[src/rtl/game_pkg.sv]
// Shared definitions for the 4-dog game core.
// - Box and pair counts, and the default box dimensions (also used by game_core).
// - Pair-index tables that map a pair number p = 0..5 to its (lower, higher) box indices.
// - Collision scheduler state encoding.
package game_pkg;

    localparam int unsigned NUM_BOXES = 4;
    localparam int unsigned NUM_PAIRS = 6;

    localparam int unsigned BOX_W_DEFAULT = 48;
    localparam int unsigned BOX_H_DEFAULT = 32;

    // Pair order: (0,1) (0,2) (0,3) (1,2) (1,3) (2,3)
    localparam logic [1:0] PAIR_A [NUM_PAIRS] = '{2'd0, 2'd0, 2'd0, 2'd1, 2'd1, 2'd2};
    localparam logic [1:0] PAIR_B [NUM_PAIRS] = '{2'd1, 2'd2, 2'd3, 2'd2, 2'd3, 2'd3};

    typedef enum logic [1:0] {
        StIdle,
        StTest,
        StEmit,
        StDone
    } sched_state_e;

endpackage

[src/rtl/box_overlap.sv]
// Purely combinational inclusive AABB overlap test between two boxes of size BOX_W x BOX_H.
// Ports:
//   ax, ay   : position of box A (10-bit X, 9-bit Y, unsigned)
//   bx, by   : position of box B
//   overlap  : 1 when the boxes touch or intersect (edges sharing a coordinate count as a hit)
module box_overlap #(
    parameter int unsigned BOX_W = 48,
    parameter int unsigned BOX_H = 32
) (
    input  logic [9:0] ax,
    input  logic [8:0] ay,
    input  logic [9:0] bx,
    input  logic [8:0] by,
    output logic       overlap
);

    // All arithmetic is 11 bits so right/bottom edges never wrap.
    logic [10:0] ax_l, ax_r, bx_l, bx_r;
    logic [10:0] ay_t, ay_b, by_t, by_b;

    assign ax_l = {1'b0, ax};
    assign bx_l = {1'b0, bx};
    assign ay_t = {2'b00, ay};
    assign by_t = {2'b00, by};

    assign ax_r = ax_l + 11'(BOX_W);
    assign bx_r = bx_l + 11'(BOX_W);
    assign ay_b = ay_t + 11'(BOX_H);
    assign by_b = by_t + 11'(BOX_H);

    assign overlap = !((ax_r < bx_l) || (ax_l > bx_r) || (ay_b < by_t) || (ay_t > by_b));

endmodule

[src/rtl/collision_pair_scheduler.sv]
// Frame-rate collision sequencer: on frame_tick it snapshots the four box positions and walks
// the six unordered pairs through one shared box_overlap checker. Hits on pairs whose cooldown
// is zero are accepted, start that pair's cooldown, and are emitted one at a time over a
// valid/ready handshake.
// Ports:
//   clk, rst_n          : clock, asynchronous active-low reset
//   frame_tick          : one-cycle frame-start pulse (ignored unless idle)
//   pos_x, pos_y        : packed box positions, box i at [10i+9:10i] / [9i+8:9i]
//   hit_valid/hit_ready : hit handshake; hit_a < hit_b are the box indices of the pair
//   busy                : scan in progress
//   done                : one-cycle pulse in the scan's final cycle
//   overrun             : sticky, frame_tick seen while not idle; cleared only by reset
module collision_pair_scheduler
    import game_pkg::*;
#(
    parameter int unsigned BOX_W    = BOX_W_DEFAULT,
    parameter int unsigned BOX_H    = BOX_H_DEFAULT,
    parameter int unsigned COOLDOWN = 5,
    parameter int unsigned CD_W     = 4
) (
    input  logic        clk,
    input  logic        rst_n,
    input  logic        frame_tick,
    input  logic [39:0] pos_x,
    input  logic [35:0] pos_y,
    output logic        hit_valid,
    input  logic        hit_ready,
    output logic [1:0]  hit_a,
    output logic [1:0]  hit_b,
    output logic        busy,
    output logic        done,
    output logic        overrun
);

    localparam logic [2:0] LAST_PAIR = 3'(NUM_PAIRS - 1);

    sched_state_e           state;
    logic [2:0]             p;
    logic [CD_W-1:0]        cd [NUM_PAIRS];
    logic [NUM_PAIRS-1:0]   loaded;
    logic [39:0]            snap_x;
    logic [35:0]            snap_y;

    logic [9:0]             sx [NUM_BOXES];
    logic [8:0]             sy [NUM_BOXES];
    logic [1:0]             ia, ib;
    logic                   overlap;

    // Operand mux: pick the two boxes of pair p out of the snapshot.
    always_comb begin
        for (int i = 0; i < NUM_BOXES; i++) begin
            sx[i] = snap_x[10*i +: 10];
            sy[i] = snap_y[9*i +: 9];
        end
        ia = PAIR_A[p];
        ib = PAIR_B[p];
    end

    box_overlap #(
        .BOX_W (BOX_W),
        .BOX_H (BOX_H)
    ) u_box_overlap (
        .ax      (sx[ia]),
        .ay      (sy[ia]),
        .bx      (sx[ib]),
        .by      (sy[ib]),
        .overlap (overlap)
    );

    // Status outputs are decoded straight from the state register.
    assign busy      = (state != StIdle);
    assign hit_valid = (state == StEmit);
    assign done      = (state == StDone);

    always_ff @(posedge clk or negedge rst_n) begin
        if (!rst_n) begin
            state   <= StIdle;
            p       <= '0;
            loaded  <= '0;
            snap_x  <= '0;
            snap_y  <= '0;
            hit_a   <= '0;
            hit_b   <= '0;
            overrun <= 1'b0;
            for (int k = 0; k < NUM_PAIRS; k++) begin
                cd[k] <= '0;
            end
        end else begin
            // A tick outside IDLE (including the DONE cycle) is dropped, not queued.
            if (frame_tick && (state != StIdle)) begin
                overrun <= 1'b1;
            end

            unique case (state)
                StIdle: begin
                    if (frame_tick) begin
                        snap_x <= pos_x;
                        snap_y <= pos_y;
                        p      <= '0;
                        state  <= StTest;
                    end
                end

                StTest: begin
                    if (overlap && (cd[p] == '0)) begin
                        cd[p]     <= CD_W'(COOLDOWN);
                        loaded[p] <= 1'b1;
                        hit_a     <= ia;
                        hit_b     <= ib;
                        state     <= StEmit;
                    end else if (p == LAST_PAIR) begin
                        state <= StDone;
                    end else begin
                        p <= p + 3'd1;
                    end
                end

                StEmit: begin
                    if (hit_ready) begin
                        if (p == LAST_PAIR) begin
                            state <= StDone;
                        end else begin
                            p     <= p + 3'd1;
                            state <= StTest;
                        end
                    end
                end

                StDone: begin
                    // Counters loaded this frame keep their full value so suppression
                    // covers exactly the next COOLDOWN frames.
                    for (int k = 0; k < NUM_PAIRS; k++) begin
                        if ((cd[k] != '0) && !loaded[k]) begin
                            cd[k] <= cd[k] - CD_W'(1);
                        end
                    end
                    loaded <= '0;
                    state  <= StIdle;
                end

                default: state <= StIdle;
            endcase
        end
    end

endmodule

[config.mk]
export PLATFORM = sky130hd
export DESIGN_NAME = collision_pair_scheduler
export DESIGN_NICKNAME = d
export VERILOG_FILES = /design/src/rtl/game_pkg.sv /design/src/rtl/box_overlap.sv /design/src/rtl/collision_pair_scheduler.sv
export SDC_FILE = /design/constraint.sdc
export NUM_CORES = 1
export LEC_CHECK = 0
export CELL_PAD_IN_SITES_DETAIL_PLACEMENT = 0
export CELL_PAD_IN_SITES_GLOBAL_PLACEMENT = 2
export CORE_MARGIN = 5
export CORE_UTILIZATION = 45
export DETAILED_ROUTE_END_ITERATION = 12
export DONT_BUFFER_PORTS = 1
export PLACE_DENSITY_LB_ADDON = 0.12
export SYNTH_ARGS = -nofsm -noshare
export SYNTH_HDL_FRONTEND = slang
export SYNTH_SLANG_ARGS = --single-unit
[constraint.sdc]
create_clock -name clk -period 9.1 [get_ports clk]
set_input_delay 1.82 -clock clk [delete_from_list [all_inputs] [get_ports clk]]
set_output_delay 1.82 -clock clk [all_outputs]
set_load 0.05 [all_outputs]
=== Yosys cells after proc, flatten, opt, wreduce, memory -nomap -nowiden ===
Memories as Yosys holds them, arrays and structs flattened.
Index checks and enable logic that the tools add are counted.

* Register bits: 116
* Bits in latches: 0
* Memory bits (writable): 0
* Memory bits (read-only): 32
* Output and inout bits: 8
* Logic and storage cells: 145
* Memories: 2

{| class="wikitable"
|+ Memories
! name !! words !! bits a word !! read ports !! clocked after Yosys merged registers in !! write ports !! RTL line !! source
|-
| (name not given) || 8 || 2 || 1 || 0 || 0 || collision_pair_scheduler.sv:56 || <nowiki>ib = PAIR_B[p];</nowiki>
|-
| (name not given) || 8 || 2 || 1 || 0 || 0 || collision_pair_scheduler.sv:55 || <nowiki>ia = PAIR_A[p];</nowiki>
|}

* Add/subtract/negate cells: 11
* Multipliers: 0
* Divide/modulo/power cells: 0
* Magnitude comparators: 10
* Equal/unequal tests: 15
* Shifts and indexed selects: 0
* Mux-type cells: 44
* Bitwise operators: 7
* Reductions and logical operators: 42

{| class="wikitable"
|+ Operators with widths
! cell !! count
|-
| $pmux W24 S2 || 1
|-
| $bmux W10 S2 || 2
|-
| $mux W10 || 4
|-
| $bmux W9 S2 || 2
|-
| $mux W4 || 9
|-
| $mux W9 || 4
|-
| $mux W24 || 1
|-
| $reduce_bool A4 Y1 || 6
|-
| $sub A4 B1 Y4 const B || 6
|-
| $add A10 B6 Y11 const B || 2
|-
| $reduce_and A3 Y1 || 7
|-
| $add A9 B6 Y10 const B || 2
|-
| $mux W2 || 9
|-
| $ne A2 B1 Y1 const B || 7
|-
| $and A12 B12 Y12 || 1
|-
| $bmux W4 S3 || 1
|-
| $demux W4 S3 || 1
|-
| $mux W3 || 4
|-
| $not A12 Y12 || 1
|-
| $or A12 B12 Y12 || 1
|-
| $pmux W6 S2 || 1
|-
| $gt A10 B11 Y1 || 1
|-
| $gt A9 B11 Y1 || 1
|-
| $lt A11 B10 Y1 || 1
|-
| other kinds (29) || 54
|}

=== Longest topological paths before layout ===
* Depth in word-level cells: 17
* Depth in mapped cells: 21

=== Hierarchy ===
A second synthesis with hierarchy kept.

* Cell total of the unflattened synthesis: 637
* Area total of the unflattened synthesis: 7011.7 µm²

{| class="wikitable"
|+ Modules (own cells, without submodules)
! module !! times used !! cells each !! area an instance (µm²)
|-
| collision_pair_scheduler || 1 || 510 || 6038.3
|-
| box_overlap || 1 || 127 || 973.4
|}

=== Worst setup path after synthesis ===
Ideal clock, no wire load.

* Kind: flip-flop to flip-flop
* From: register p[1]
* To: register cd[23] in the netlist's numbering
* Data arrival time: 4.417 ns
* Data required time: 8.977 ns
* Setup slack: 4.561 ns
* Cell stages (with the launch flop): 18
* Buffers on the path: 3
* Clock period less this slack: 4.539 ns
* Cells stage by stage: dfrtp_1 clkbuf_1 inv_1 ha_1 or3_1 buf_4 buf_1 mux4_2 ha_1 inv_1 ha_1 a21oi_1 a311o_1 a21oi_1 a211oi_2 a31oi_4 or4b_1 xnor2_1

* Longest elaborated chain between the ends: 17

{| class="wikitable"
|+ Ends and longest elaborated chain
! what !! RTL line !! source
|-
| from (decl) || collision_pair_scheduler.sv:38 || <nowiki>logic [2:0] p;</nowiki>
|-
| from (signal assigned) || collision_pair_scheduler.sv:114 || <nowiki>p <= p + 3'd1;</nowiki>
|-
| from (signal assigned) || collision_pair_scheduler.sv:123 || <nowiki>p <= p + 3'd1;</nowiki>
|-
| $not A3 Y4 (not written as such) (*) || n/a ||
|-
| $mem_v2 Z8 W2 (on tied branches) || n/a ||
|-
| $mux W2 (on tied branches) (2 in a row) || collision_pair_scheduler.sv:55, collision_pair_scheduler.sv:56 ||
|-
| $not A2 Y3 (on tied branches) || n/a ||
|-
| $bmux W10 S2 (on tied branches) || collision_pair_scheduler.sv:63, collision_pair_scheduler.sv:65 ||
|-
| $mux W10 (on tied branches) (2 in a row) || collision_pair_scheduler.sv:63, collision_pair_scheduler.sv:65 ||
|-
| $add A10 B6 Y11 (on tied branches) || box_overlap.sv:26, box_overlap.sv:27 ||
|-
| $lt A11 B10 Y1 or $gt A10 B11 Y1 (tied branches) || box_overlap.sv:31 || <nowiki>assign overlap = !((ax_r < bx_l) || (ax_l > bx_r) || (ay_b < by_t) || (ay_t > by_b));</nowiki>
|-
| $logic_or A1 B1 Y1 (3 in a row) || box_overlap.sv:31 ||
|-
| $logic_not A1 Y1 || box_overlap.sv:31 ||
|-
| $logic_and A1 B1 Y1 || collision_pair_scheduler.sv:105 || <nowiki>if (overlap && (cd[p] == '0)) begin</nowiki>
|-
| $ne A2 B2 Y1 (no line) || n/a ||
|-
| $reduce_and A3 Y1 (no line) || n/a ||
|-
| to (signal, indexed assignment) || collision_pair_scheduler.sv:106 || <nowiki>cd[p] <= CD_W'(COOLDOWN);</nowiki>
|-
| to (signal, indexed assignment) || collision_pair_scheduler.sv:134 || <nowiki>cd[k] <= cd[k] - CD_W'(1);</nowiki>
|-
| to (decl) || collision_pair_scheduler.sv:39 || <nowiki>logic [CD_W-1:0] cd [NUM_PAIRS];</nowiki>
|}

Every way passes the cells marked *; elsewhere a longest branch is shown, timed or not. The select of a mux whose other input is x is not followed.
A chain may end at the register's enable or synchronous reset.

=== Worst setup path in the final report ===
* From: register p[0]
* To: register state[1]

* Longest elaborated chain between the ends: 17

{| class="wikitable"
|+ Ends and longest elaborated chain
! what !! RTL line !! source
|-
| $not A3 Y4 (not written as such) || collision_pair_scheduler.sv:55, collision_pair_scheduler.sv:56, collision_pair_scheduler.sv:105 ||
|-
| $mem_v2 Z8 W2 (on tied branches) || n/a ||
|-
| $mux W2 (on tied branches) (2 in a row) || collision_pair_scheduler.sv:55, collision_pair_scheduler.sv:56 ||
|-
| $not A2 Y3 (on tied branches) || n/a ||
|-
| $bmux W10 S2 (on tied branches) || collision_pair_scheduler.sv:63, collision_pair_scheduler.sv:65 ||
|-
| $mux W10 (on tied branches) (2 in a row) || collision_pair_scheduler.sv:63, collision_pair_scheduler.sv:65 ||
|-
| $add A10 B6 Y11 (on tied branches) || box_overlap.sv:26, box_overlap.sv:27 ||
|-
| $lt A11 B10 Y1 or $gt A10 B11 Y1 (tied branches) || box_overlap.sv:31 ||
|-
| $logic_or A1 B1 Y1 (3 in a row) || box_overlap.sv:31 ||
|-
| $logic_not A1 Y1 || box_overlap.sv:31 ||
|-
| $logic_and A1 B1 Y1 || collision_pair_scheduler.sv:105 ||
|-
| $mux W2 or $ne A3 B3 Y1 (tied branches) || n/a ||
|-
| $pmux W2 S4 or $reduce_and A3 Y1 (tied branches) || n/a ||
|-
| to (signal assigned) || collision_pair_scheduler.sv:100 || <nowiki>state <= StTest;</nowiki>
|-
| to (signal assigned) || collision_pair_scheduler.sv:110 || <nowiki>state <= StEmit;</nowiki>
|-
| to (signal assigned) || collision_pair_scheduler.sv:112 || <nowiki>state <= StDone;</nowiki>
|-
| to (decl) || collision_pair_scheduler.sv:37 || <nowiki>sched_state_e state;</nowiki>
|}

Parallel ways exist; a longest one is shown, timed or not. The select of a mux whose other input is x is not followed.

==> flow_metrics.py <==
metrics = {
    "setup_path": {
        "reg2reg_depth": 17,
        "worst_setup_path_start_kind": "register",
        "timing.critical_path.fanout_max": 23,
        "cp_arrival_ps": 5900,
        "setup.worst_path.end_class": "register",
        "timing.setup.critical_path_class": "reg -> reg",
        "required_ps": 9400,
    },
    "min_path": {
        "min_path_type": "reg -> reg",
        "hold_depth": 1,
    },
    "floorplanning": {
        "height_of_the_die_um": 136,
        "floorplan.io_pins": 88,
        "start_util_pct": 45.5,
        "die_area_um2": 18500,
        "floorplan.die.width_um": 136,
        "std_cell_rows": 46,
        "total_core_area_um2": 15700,
    },
    "yosys": {
        "syn-mean-instance-area_um2": 10.6,
        "syn_inst": 672,
        "ys_async_sr_fraction_pct": 100,
        "distinct_cell_type_count_after_synthesis": 71,
        "ys_seq_elements": 116,
        "netlist_area_pre_place_um2": 7150,
        "synth.yosys.warnings": 0,
        "synth_enable_flop_cells": 0,
        "synth_nets": 798,
        "dominantRegCellSynth": "sky130_fd_sc_hd__dfrtp_1",
        "synth_seq_area_share_pct": 40.6,
    },
    "timing": {
        "timing_hold_violations_final": 0,
        "worst-slew-pin-transition_ps": 993,
        "max_freq_mhz": 179,
        "timing.slew.headroom_pct": 33.8,
        "fin_crit_share_pct": 61.5,
        "clock-skew-final_ps": 11.6,
        "tns_ps": 0,
        "slew_viol_final": 0,
        "grt_setup_unrepaired": "no",
        "layout_min_cycle_time_ps": 5600,
        "timing.final.setup_violations": 0,
    },
    "clock_tree": {
        "postCtsSetupRepairBufs": 0,
        "clk_root_buffer_cell": "sky130_fd_sc_hd__clkbuf_16",
        "tritoncts": "yes",
        "cts.clk_slew.worst_paths_ps": 60,
        "post_cts.resized_instances": 0,
        "clock_insertion_delay_worst_skew_ps": 420,
        "cts_made_buffers": 17,
        "maximum_buffer_depth_of_the_clock_tree": 2,
        "h-tree-depth": 4,
        "cts_num_sinks": 116,
        "postCtsHoldBufs": 0,
    },
    "grt": {
        "grt_start_max_net_pins": 117,
        "grtUsageTotal_pct": 20.8,
        "grt_first_pass_wirelength_um": 29800,
        "grt-ovfl-total": 0,
        "number_of_antenna_violations_at_the_first_check_in_global_routing": 5,
        "via_count_of_the_first_global_routing_pass": 5563,
    },
    "layout": {
        "layout.area.seq_um2": 2900,
        "num-nets-final": 789,
        "areaGrowthSynthToFinish_pct": 11.3,
        "final_layout_size_suffix_gt1_share_pct": 21.0,
        "num-fill-cells": 1468,
        "mostFrequentLayoutCell": "sky130_fd_sc_hd__dfrtp_1",
        "total_area_of_multi_input_combinational_cells_um2": 3940,
        "highest_count_cells_in_the_layout_ignoring_fill_and_taps": "sky130_fd_sc_hd__dfrtp_1 (116), sky130_fd_sc_hd__mux2_2 (76), sky130_fd_sc_hd__nand2_1 (48)",
    },
    "drt": {
        "drt.antenna.violating_nets": 0,
        "drcViolationCount": 0,
        "drt_first_pass_iters": 4,
        "dr_vias": 5180,
        "detail_route.wl_per_cell_um": 20.2,
        "via_per_inst": 5.79,
        "initial_drc_count": 227,
        "totalWireLength_um": 18100,
    },
    "outcome": {
        "outcome": "completed",
    },
    "placed_design": {
        "dp_hpwl_um": 13000,
        "gpl.final_weighted_congestion": 0.867,
        "portBuffers": 0,
    },
    "flow_run": {
        "maxCapViolations": 0,
    },
}
==> worst max-delay path, cell delays in order, from the launching register on <==
cell and delay (ps):
sky130_fd_sc_hd__dfrtp_1 810, sky130_fd_sc_hd__inv_1 270, sky130_fd_sc_hd__ha_1 330, sky130_fd_sc_hd__nor2_2 440, sky130_fd_sc_hd__a211oi_1 170, sky130_fd_sc_hd__o32ai_1 590
sky130_fd_sc_hd__nand2b_1 170, sky130_fd_sc_hd__nor2_1 190, sky130_fd_sc_hd__nand2_1 100, sky130_fd_sc_hd__xnor2_1 130, sky130_fd_sc_hd__ha_1 290, sky130_fd_sc_hd__nand3_1 100
sky130_fd_sc_hd__or2_2 300, sky130_fd_sc_hd__a31o_2 240, sky130_fd_sc_hd__or2_4 290, sky130_fd_sc_hd__a31oi_4 600, sky130_fd_sc_hd__a21oi_1 190, sky130_fd_sc_hd__a22o_1 230
==> state kept, by name, summed over array words and instances (netlist names) <==
register / cells
hit_a: 2
p: 3
cd: 24
overrun: 1
snap_x: 40
hit_b: 2
snap_y: 36
state: 2
loaded: 6
==> cell type report <==
cell class / instances / area share, %
Tap cell: 216 / 3.40
Clock inverter: 13 / 2.45
Sequential cell: 116 / 36.5
Antenna cell: 2 / 0.0629
Clock buffer: 19 / 5.69
Timing Repair Buffer: 3 / 0.283
Multi-Input combinational cell: 481 / 49.6
Inverter: 44 / 2.08
==> logic make-up (layout without fill, tap and decap cells) <==
logic type | count (synthesis) | after routing | synth area share [%]
simple gates | 162 | 162 | 11.5
mux | 104 | 104 | 18.2
flops | 116 | 116 | 40.6
other cells | 0 | 2 | 0
xor+xnor | 17 | 17 | 2.08
buf+inv | 75 | 79 | 4.37
fa+ha+maj | 47 | 47 | 8.20
compound gates | 151 | 151 | 15.1
==> synthesized netlist by cell type, types with 7 or more instances <==
library cell,n,area (µm²)
sky130_fd_sc_hd__dfrtp_1,116,2900
sky130_fd_sc_hd__mux2_2,76,856
sky130_fd_sc_hd__nand2_1,49,184
sky130_fd_sc_hd__ha_1,46,576
sky130_fd_sc_hd__inv_1,44,165
sky130_fd_sc_hd__a21oi_1,33,165
sky130_fd_sc_hd__nor2_1,28,105
sky130_fd_sc_hd__o21ai_0,23,115
sky130_fd_sc_hd__nand3_1,21,105
sky130_fd_sc_hd__clkbuf_1,19,71.3
sky130_fd_sc_hd__mux2i_1,15,150
sky130_fd_sc_hd__nor3_1,14,70.1
sky130_fd_sc_hd__mux4_2,13,293
sky130_fd_sc_hd__xnor2_1,13,114
sky130_fd_sc_hd__a22oi_1,9,67.6
sky130_fd_sc_hd__a22o_1,8,70.1
sky130_fd_sc_hd__a31oi_1,8,50.1
sky130_fd_sc_hd__buf_2,7,35.0
sky130_fd_sc_hd__nand4_1,7,43.8
sky130_fd_sc_hd__o31ai_1,7,52.6
==> through the flow <==
stage / area [µm²] / hold WS, ps / cells / utilization (%) / setup slack (ps)
finish: 7960 / 472 / 894 / 50.6 / 3500
global route: 7960 / 485 / 894 / 50.6 / 3120
CTS: 7950 / 478 / 892 / 50.6 / 3490
detailed placement: 7300 / 466 / 860 / 46.5 / 3500
global placement: 7300 / 465 / 860 / 46.5 / 3610
floorplan: 7150 / 447 / 672 / - / 4560
==> routing by layer <==
metal | global-route usage [%] | share of wire [%]
met5 | 0 | 0.13
met4 | 7.39 | 1.6
met3 | 6.85 | 5.4
met2 | 34.7 | 50
met1 | 25.1 | 43
==> path summary, 6_finish.rpt <==
| path | startpoint | endpoint | slack, ps |
|---|---|---|---|
| min reg2reg | cd[15]$_DFFE_PN0P_ | cd[15]$_DFFE_PN0P_ | 470 |
| max in group asynchronous | rst_n | cd[4]$_DFFE_PN0P_ | 7690 |
| min in group asynchronous | rst_n | cd[3]$_DFFE_PN0P_ | 1100 |
| min | cd[15]$_DFFE_PN0P_ | cd[15]$_DFFE_PN0P_ | 470 |
| max reg2reg | p[0]$_DFFE_PN0P_ | state[1]$_DFFE_PN0P_ | 3500 |
| max | p[0]$_DFFE_PN0P_ | state[1]$_DFFE_PN0P_ | 3500 |
Power is left out: the tool's default activity adds up to more than one toggle a clock period on the data nets, which glitch-free logic cannot reach.
